`config.mk`:
```
export PLATFORM = sky130hd
export DESIGN_NAME = ram_access_ctrl_flat
export DESIGN_NICKNAME = d
export VERILOG_FILES = /design/src/rtl/ram_access_ctrl_if.sv /design/src/rtl/ram_access_ctrl.sv /design/src/flat_wrapper.sv
export SDC_FILE = /design/constraint.sdc
export NUM_CORES = 1
export LEC_CHECK = 0
export CAP_MARGIN = 25
export CORE_MARGIN = 1.5
export CORE_UTILIZATION = 46
export DETAILED_ROUTE_END_ITERATION = 12
export HOLD_SLACK_MARGIN = 0.1
export PLACE_DENSITY_LB_ADDON = 0.3
export REMOVE_ABC_BUFFERS = 1
export SYNTH_ARGS = -nofsm -noshare
export SYNTH_HDL_FRONTEND = slang
export SYNTH_SLANG_ARGS = --single-unit
export TNS_END_PERCENT = 30
```
`constraint.sdc`:
```
create_clock -name clock -period 5.3 [get_ports clock]
set_clock_uncertainty 0.05 [all_clocks]
set_input_delay 0.53 -clock clock [delete_from_list [all_inputs] [get_ports clock]]
set_output_delay 0.53 -clock clock [all_outputs]
set_load 0.01 [all_outputs]
```
`src/rtl/ram_access_ctrl_if.sv`:
```
// Request/response bus between a client and ram_access_ctrl.
// The client drives the request fields; the controller returns ready and the read response.
interface ram_access_ctrl_if #(
  parameter int ADDR_W = 6,
  parameter int DATA_W = 8
) ();
  logic              req_valid;
  logic              req_ready;
  logic              req_write;
  logic [ADDR_W-1:0] req_addr;
  logic [DATA_W-1:0] req_wdata;
  logic              rsp_valid;
  logic [DATA_W-1:0] rsp_rdata;

  modport master (
    output req_valid, req_write, req_addr, req_wdata,
    input  req_ready, rsp_valid, rsp_rdata
  );

  modport slave (
    input  req_valid, req_write, req_addr, req_wdata,
    output req_ready, rsp_valid, rsp_rdata
  );
endinterface

```
`src/rtl/ram_access_ctrl.sv`:
```
// Front end for a registered-input single-port RAM: request sequencing, read latency, clear sweep.
// Optional macro CLEAR_VERIFY_EN adds a read-back verify pass after every clear sweep.
//
// state | meaning
// IDLE  | accepting requests; writes complete here at one per cycle
// RD1   | RAM samples the read address
// RD2   | ram_q valid, captured into rsp_rdata with rsp_valid strobe
// CLR   | writing CLEAR_VAL to every address, one per cycle
// VFY   | (CLEAR_VERIFY_EN only) reading back every address and comparing to CLEAR_VAL
module ram_access_ctrl #(
  parameter int                ADDR_W    = 6,
  parameter int                DATA_W    = 8,
  parameter logic [DATA_W-1:0] CLEAR_VAL = '0
) (
  input  logic                clock,
  input  logic                resetn,
  ram_access_ctrl_if.slave    bus,
  input  logic                clear_start,
  output logic                busy,
  output logic                clear_err,
  output logic [ADDR_W-1:0]   ram_address,
  output logic [DATA_W-1:0]   ram_data,
  output logic                ram_wren,
  input  logic [DATA_W-1:0]   ram_q
);

  typedef enum logic [2:0] {
    IDLE,
    RD1,
    RD2,
    CLR
`ifdef CLEAR_VERIFY_EN
    , VFY
`endif
  } state_t;

  localparam logic [ADDR_W-1:0] LAST_ADDR = '1;

  state_t            state;
  logic              rsp_valid;
  logic [DATA_W-1:0] rsp_rdata;
  logic              accept;

  assign bus.req_ready = (state == IDLE) && !clear_start && resetn;
  assign bus.rsp_valid = rsp_valid;
  assign bus.rsp_rdata = rsp_rdata;
  assign accept        = bus.req_valid && bus.req_ready;

`ifdef CLEAR_VERIFY_EN
  // vfy_iss counts issued reads; its top bit marks "all issued". p1/p2 track reads in the RAM pipe.
  logic [ADDR_W:0] vfy_iss;
  logic            vfy_p1;
  logic            vfy_p2;
  logic            clr_err_q;

  assign clear_err = clr_err_q;
`else
  assign clear_err = 1'b0;
`endif

  always_ff @(posedge clock or negedge resetn) begin
    if (!resetn) begin
      state       <= IDLE;
      ram_address <= '0;
      ram_data    <= '0;
      ram_wren    <= 1'b0;
      rsp_valid   <= 1'b0;
      rsp_rdata   <= '0;
      busy        <= 1'b0;
`ifdef CLEAR_VERIFY_EN
      vfy_iss     <= '0;
      vfy_p1      <= 1'b0;
      vfy_p2      <= 1'b0;
      clr_err_q   <= 1'b0;
`endif
    end else begin
      rsp_valid <= 1'b0;
      case (state)
        IDLE: begin
          ram_wren <= 1'b0;
          if (clear_start) begin
            // First sweep write goes out on the start edge so the sweep is exactly 2**ADDR_W cycles.
            state       <= CLR;
            busy        <= 1'b1;
            ram_address <= '0;
            ram_data    <= CLEAR_VAL;
            ram_wren    <= 1'b1;
`ifdef CLEAR_VERIFY_EN
            clr_err_q   <= 1'b0;
`endif
          end else if (accept) begin
            ram_address <= bus.req_addr;
            if (bus.req_write) begin
              ram_data <= bus.req_wdata;
              ram_wren <= 1'b1;
            end else begin
              state <= RD1;
              busy  <= 1'b1;
            end
          end
        end

        RD1: state <= RD2;

        RD2: begin
          rsp_rdata <= ram_q;
          rsp_valid <= 1'b1;
          busy      <= 1'b0;
          state     <= IDLE;
        end

        CLR: begin
          if (ram_address == LAST_ADDR) begin
            ram_wren <= 1'b0;
`ifdef CLEAR_VERIFY_EN
            state    <= VFY;
            vfy_iss  <= '0;
            vfy_p1   <= 1'b0;
            vfy_p2   <= 1'b0;
`else
            state    <= IDLE;
            busy     <= 1'b0;
`endif
          end else begin
            ram_address <= ram_address + 1'b1;
            ram_wren    <= 1'b1;
          end
        end

`ifdef CLEAR_VERIFY_EN
        VFY: begin
          vfy_p2 <= vfy_p1;
          if (!vfy_iss[ADDR_W]) begin
            ram_address <= vfy_iss[ADDR_W-1:0];
            vfy_iss     <= vfy_iss + 1'b1;
            vfy_p1      <= 1'b1;
          end else begin
            vfy_p1 <= 1'b0;
          end
          if (vfy_p2 && (ram_q != CLEAR_VAL)) clr_err_q <= 1'b1;
          if (vfy_p2 && !vfy_p1 && vfy_iss[ADDR_W]) begin
            state <= IDLE;
            busy  <= 1'b0;
          end
        end
`endif

        default: begin
          state <= IDLE;
          busy  <= 1'b0;
        end
      endcase
    end
  end

endmodule
```
`src/flat_wrapper.sv`:
```
// flat-port wrapper written by rule: the top's interface ports become plain ports
module ram_access_ctrl_flat 
#(
  parameter int                ADDR_W    = 6,
  parameter int                DATA_W    = 8,
  parameter logic [DATA_W-1:0] CLEAR_VAL = '0
)
  (clock, resetn, clear_start, busy, clear_err, ram_address, ram_data, ram_wren, ram_q, bus_req_valid, bus_req_write, bus_req_addr, bus_req_wdata, bus_req_ready, bus_rsp_valid, bus_rsp_rdata);
  ram_access_ctrl_if #(.ADDR_W(ADDR_W), .DATA_W(DATA_W)) bus_i ();
  input  logic clock;
  input  logic resetn;
  input  logic clear_start;
  output logic busy;
  output logic clear_err;
  output logic [ADDR_W-1:0] ram_address;
  output logic [DATA_W-1:0] ram_data;
  output logic ram_wren;
  input  logic [DATA_W-1:0] ram_q;
  input wire logic [$bits(bus_i.req_valid)-1:0] bus_req_valid;
  input wire logic [$bits(bus_i.req_write)-1:0] bus_req_write;
  input wire logic [$bits(bus_i.req_addr)-1:0] bus_req_addr;
  input wire logic [$bits(bus_i.req_wdata)-1:0] bus_req_wdata;
  output wire logic [$bits(bus_i.req_ready)-1:0] bus_req_ready;
  output wire logic [$bits(bus_i.rsp_valid)-1:0] bus_rsp_valid;
  output wire logic [$bits(bus_i.rsp_rdata)-1:0] bus_rsp_rdata;
  assign bus_i.req_valid = bus_req_valid;
  assign bus_i.req_write = bus_req_write;
  assign bus_i.req_addr = bus_req_addr;
  assign bus_i.req_wdata = bus_req_wdata;
  assign bus_req_ready = bus_i.req_ready;
  assign bus_rsp_valid = bus_i.rsp_valid;
  assign bus_rsp_rdata = bus_i.rsp_rdata;
  ram_access_ctrl #(.ADDR_W(ADDR_W), .DATA_W(DATA_W), .CLEAR_VAL(CLEAR_VAL)) u_core (.clock(clock), .resetn(resetn), .bus(bus_i), .clear_start(clear_start), .busy(busy), .clear_err(clear_err), .ram_address(ram_address), .ram_data(ram_data), .ram_wren(ram_wren), .ram_q(ram_q));
endmodule
```
==> reports/metrics.cfg, run 1 <==
[outcome]
outcome=complete, no violations

[setup_path]
worst_ep_arrival_time_ns=2.13
path_buf_inv=2
start_kind=register
critPathLaunch=u_core.state[0]
path_cells=inv_1 > ha_1 > nor2b_4 > and2_1 > clkdlybuf4s50_1
critPathMaxFanout=6
cp-end-kind=primary output
crit_path_top_delay_cell=clkdlybuf4s50_1
crit_family=buffers and inverters
r2r-start=u_core.state[0]
worst-setup-path-type=reg2out
cp.required_ns=4.72
max_stage_delay_ns=0.53

[power]
p_leak_nw=0.803
peakVddDrop_mv=0.386
p_per_area_mw_per_mm2=504

[synth]
postSynthCellCount=118
synth_edf_count=0
yosysWarnings=0
synth_area_mm2=0.00134
yosysUniqueCellTypes=37
ys.flop_type=dfrtp_1
ys_seq_area_share_pct=50.3
avgSynthCellArea_um2=11.4
ys_ff_latch=27
async_flop_share_pct=100

[route]
met3_length_um=165
met1_length_um=1270
drt_iter0_drc=38
antenna_left=0
wl_met2_um=1600
vias=1126
dr.max_layer_used=met4
post-route-drc-count=0
via_per_inst=5.60
wl_um=3060
drt_pre_antenna_iters=4
post_drt_wl_per_cell_um=15.2

[sta]
finalSetupViolCount=0
period_needed_ns=2.71
rsz0062_at_grt=false
slew_headroom_pct=64.4
drv_slew=0
fin_setup_tns_ns=0
max_freq_mhz=369
fin_crit_sh_pct=51.1
final_hold_viol_count=0
fin_ws_ns=2.59
max_slew.worst_pin.slew_ns=0.533

[floorplanning]
dieArea_mm2=0.00325
ios=54
initial_core_util_pct=48.7
fp-row-count=19
die_h_um=57.1
die_x_um=57.1
fp.coreArea_mm2=0.00276

[cells_and_area]
syn_to_final_growth_pct=42.1
diodes=0
final_layout_size_suffix_gt1_share_pct=11.2
nNetsFinal=204
final_common_cell=clkdlybuf4s50_1
final_cell_count_no_fill=201
final_cell_mix=clkdlybuf4s50_1, dfrtp_1, nand2_1

[global_route]
grt_first_pass_wirelength_um=4920
grt_max_degree=19
antenna_found_initial=0
grt_pass1_vias=1100
grt.total_usage_pct=19.4
gr-total-overflow=0

[clock_network]
holdBufCountCts=0
root_buffer=clkbuf_4
path_clk_slew_ns=0.15
cts.sinks=27
clockBufferDepth=2
htreeDepth=1
cts_tree=done
cts_resized=0
worstSkewPairLatency_ns=0.33
numCtsBuffers=3
post_cts_buffers=0

[placement]
place.gp.congestion=0.809
dp_hpwl_um=2330
io_buffers=52
place_inst=197
dpl_worst_slack_ns=2.61

[min_path]
hold_path.class=in2async

[run]
cap_violations=0

power by group:
part / internal (W) / total (W) / leakage (nW) / switching, W
clock: 0.0000289 / 0.0000927 / 0.0139 / 0.0000637
sequential: 0.000290 / 0.000357 / 0.340 / 0.0000674
combinational: 0.000283 / 0.000512 / 0.449 / 0.000229
total: 0.000602 / 0.000962 / 0.803 / 0.000360
through the flow:
step                total power [W]  utilization (%)  cell area, um^2  hold slack (ns)
floorplan                  0.000634                -             1310            0.184
finish                     0.000962             69.2             1910            0.468
global route                0.00103             69.2             1910            0.490
detailed placement         0.000875             68.1             1880            0.433
global placement           0.000852             68.1             1880            0.427
CTS                        0.000968             69.2             1910            0.475
flip-flops by register name, summed over array words and instances, names as in the netlist:
register / count
u_core.bus.rsp_rdata: 8
u_core.ram_address: 6
u_core.ram_data: 8
u_core.state: 2
u_core.busy: 1
u_core.ram_wren: 1
u_core.bus.rsp_valid: 1
path summary, 6_finish.rpt:
kind	endpoint	slack (ns)	cells after the start
worst max-delay path	bus_req_ready	2.59	5
worst max register to register	u_core.ram_address[0]	3.32	6
worst min-delay path	u_core.ram_address[0]	0.47	1
max in group asynchronous	u_core.bus.rsp_rdata[2]	4.10	2
worst min register to register	u_core.ram_wren	0.47	2
min in group clock	u_core.ram_wren	0.47	2
per-layer routing:
layer | GRT usage, % | up-vias
li1 | - | 534
met3 | 3.40 | 4
met5 | 0 | -
met2 | 32.3 | 40
met4 | 7.97 | 0
met1 | 25.0 | 548
area by class of cell:
cell class / count / area, um^2
flip-flops and latches: 27 / 676
inverters: 6 / 22.5
clock inverters: 1 / 7.51
fillers: 215 / 848
repair buffers: 53 / 528
clock buffers: 3 / 22.5
well taps: 31 / 38.8
multi-input cells: 80 / 614
cell families after synthesis:
| family | synth area share (%) |
|---|---|
| AOI/OAI and AO/OA | 17.8 |
| and+or+nand+nor | 11.4 |
| DFF | 50.3 |
| muxes | 10.7 |
| buffers and inverters | 4.00 |
| adders and majority gates | 5.59 |
| other | 0.279 |
synth_stat cells, types with 2 or more instances:
cell / count / area share [%]
nor3_1: 2 / 0.74
mux2i_1: 2 / 1.5
ha_1: 6 / 5.6
inv_1: 6 / 1.7
o21ai_0: 4 / 1.5
clkbuf_1: 2 / 0.56
mux2_1: 2 / 1.7
nor2_1: 5 / 1.4
dfrtp_1: 27 / 50
o31ai_1: 2 / 1.1
a31oi_1: 3 / 1.4
nand3_1: 4 / 1.5
a22o_1: 8 / 5.2
a21oi_1: 5 / 1.9
nand2_1: 10 / 2.8
mux2_2: 9 / 7.5
No activity file was read; power rests on OpenSTA's default activity.
==> inputs of run 2 (changes only) <==
- CORE_UTILIZATION: 46 -> 38
- clock period: 5.3 -> 2.28 ns (I/O delays scaled with it)
==> reports/metrics.cfg, run 2 (synthesized netlist as in run 1, its figures left out) <==
[min_path]
hold_path.class=in2async

[power]
p_leak_nw=0.827
sw_frac_of_total_pct=36.6
p_per_area_mw_per_mm2=1160
seq_power_share_pct=36.1
pwr-share-comb_pct=54.6
p_clk_share_pct=9.3
p_int_w=0.00145
peakVddDrop_mv=0.470
p_switching_w=0.000839
p_total_w=0.00229

[placement]
place.gp.congestion=0.797
io_buffers=52
dpl_worst_slack_ns=0.260
dp_hpwl_um=2280

[setup_path]
worst_ep_arrival_time_ns=1.86
r2r_slack_ns=0.36
r2r-start=u_core.state[0]
crit_end=bus_req_ready
start_kind=register
worst-setup-path-type=reg2out
critPathMaxFanout=5
critPathLaunch=u_core.state[0]
r2r-end=u_core.ram_address[2]
r2r.worst_path.cells=6
cp-end-kind=primary output
cp.required_ns=2.00

[floorplanning]
ios=54
dieArea_mm2=0.00390
initial_core_util_pct=40.0
fp.coreArea_mm2=0.00336
die_h_um=62.5
die_x_um=62.5
fp-row-count=21

[clock_network]
cts.sinks=27
path_clk_slew_ns=0.16
numCtsBuffers=3
worstSkewPairLatency_ns=0.32
clockBufferDepth=2
htreeDepth=1
cts_tree=done
root_buffer=clkbuf_4

[cells_and_area]
final_common_cell=clkdlybuf4s50_1
nFillCells=310
top_regs=u_core.bus.rsp_rdata (8), u_core.ram_data (8), u_core.ram_address (6)
final_layout_size_suffix_gt1_share_pct=15.4
diodes=0
syn_to_final_growth_pct=47.2
final_cell_mix=clkdlybuf4s50_1, dfrtp_1, nand2_1
nNetsFinal=209

[global_route]
grt_max_degree=22
grt_first_pass_wirelength_um=5210
antenna_found_initial=0
gr-total-overflow=0
grt_pass1_vias=1130
grt.total_usage_pct=16.0

[route]
post-route-drc-count=0
antenna_left=0
drt_pre_antenna_iters=4
via_per_inst=5.08
wl_um=2960
post_drt_wl_per_cell_um=13.4
drt_iter0_drc=89
vias=1122

[sta]
slew_headroom_pct=65.7
period_needed_ns=2.14
max_freq_mhz=468
drv_slew=0
max_slew.worst_pin.slew_ns=0.514
fin_setup_tns_ns=0
fin_crit_sh_pct=93.7
fin_ws_ns=0.143
finalSetupViolCount=0
final_hold_viol_count=0
rsz0062_at_grt=false

[outcome]
outcome=complete, no violations

[run]
cap_violations=0

-- run 2: layout make-up --
type | count | area [um^2] | area share, %
flip-flops and latches | 27 | 676 | 34.2
multi-input cells | 80 | 627 | 31.7
repair buffers | 58 | 566 | 28.6
well taps | 46 | 57.6 | 2.91
clock buffers | 3 | 22.5 | 1.14
inverters | 6 | 22.5 | 1.14
clock inverters | 1 | 7.51 | 0.380
-- run 2: per-stage QoR --
stage	hold slack (ns)	utilization [%]	cells	instance area (um^2)
floorplan	-0.118	-	113	1310
global placement	0.431	56.9	214	1910
detailed placement	0.432	56.9	214	1910
CTS	0.208	58.1	218	1960
global route	0.207	58.8	221	1980
finish	0.198	58.8	221	1980
-- run 2: how the worst min path moves through the flow --
| stage | endpoint | depth (start not counted) | slack, ns | start |
|---|---|---|---|---|
| finish | u_core.ram_address[0] | 2 | 0.20 | resetn |
| global route | u_core.ram_address[1] | 2 | 0.21 | resetn |
| CTS | u_core.ram_address[1] | 2 | 0.21 | resetn |
| detailed placement | u_core.ram_data[1] | 1 | 0.43 | u_core.ram_data[1] |
| global placement | u_core.ram_wren | 2 | 0.43 | u_core.ram_wren |
| floorplan | u_core.bus.rsp_rdata[0] | 0 | -0.12 | resetn |
-- run 2: repair_timing --
| action | CTS | global route |
|---|---|---|
| buffers inserted | 0 | 3 |
| hold buffers | 0 | 0 |
| gates resized for setup | 2 | 2 |
| endpoints found under the setup margin | 1 | 1 |
-- run 2: metal layers --
metal / track usage, % / vias up / share of wire, %
met2: 29.2 / 27 / 52
met1: 20.1 / 550 / 43
li1: - / 543 / -
met4: 1.67 / 0 / 0.40
met3: 3.42 / 2 / 4.2
met5: 0 / - / 0
-- run 2: power by group through the flow --
stage | sequential (W) | clock, W | combinational (W)
floorplan | 0.000895 | 0 | 0.000578
global placement | 0.000827 | 0 | 0.00117
detailed placement | 0.000837 | 0 | 0.00119
CTS | 0.000829 | 0.000219 | 0.00122
global route | 0.000858 | 0.000238 | 0.00137
finish | 0.000827 | 0.000213 | 0.00125
-- run 2: critical path, cell delays in order, from the launching register on --
cell             delay [ns]
dfrtp_1                0.45
inv_2                  0.12
ha_4                   0.18
nor2b_4                0.15
and2_1                 0.12
clkdlybuf4s50_1        0.53
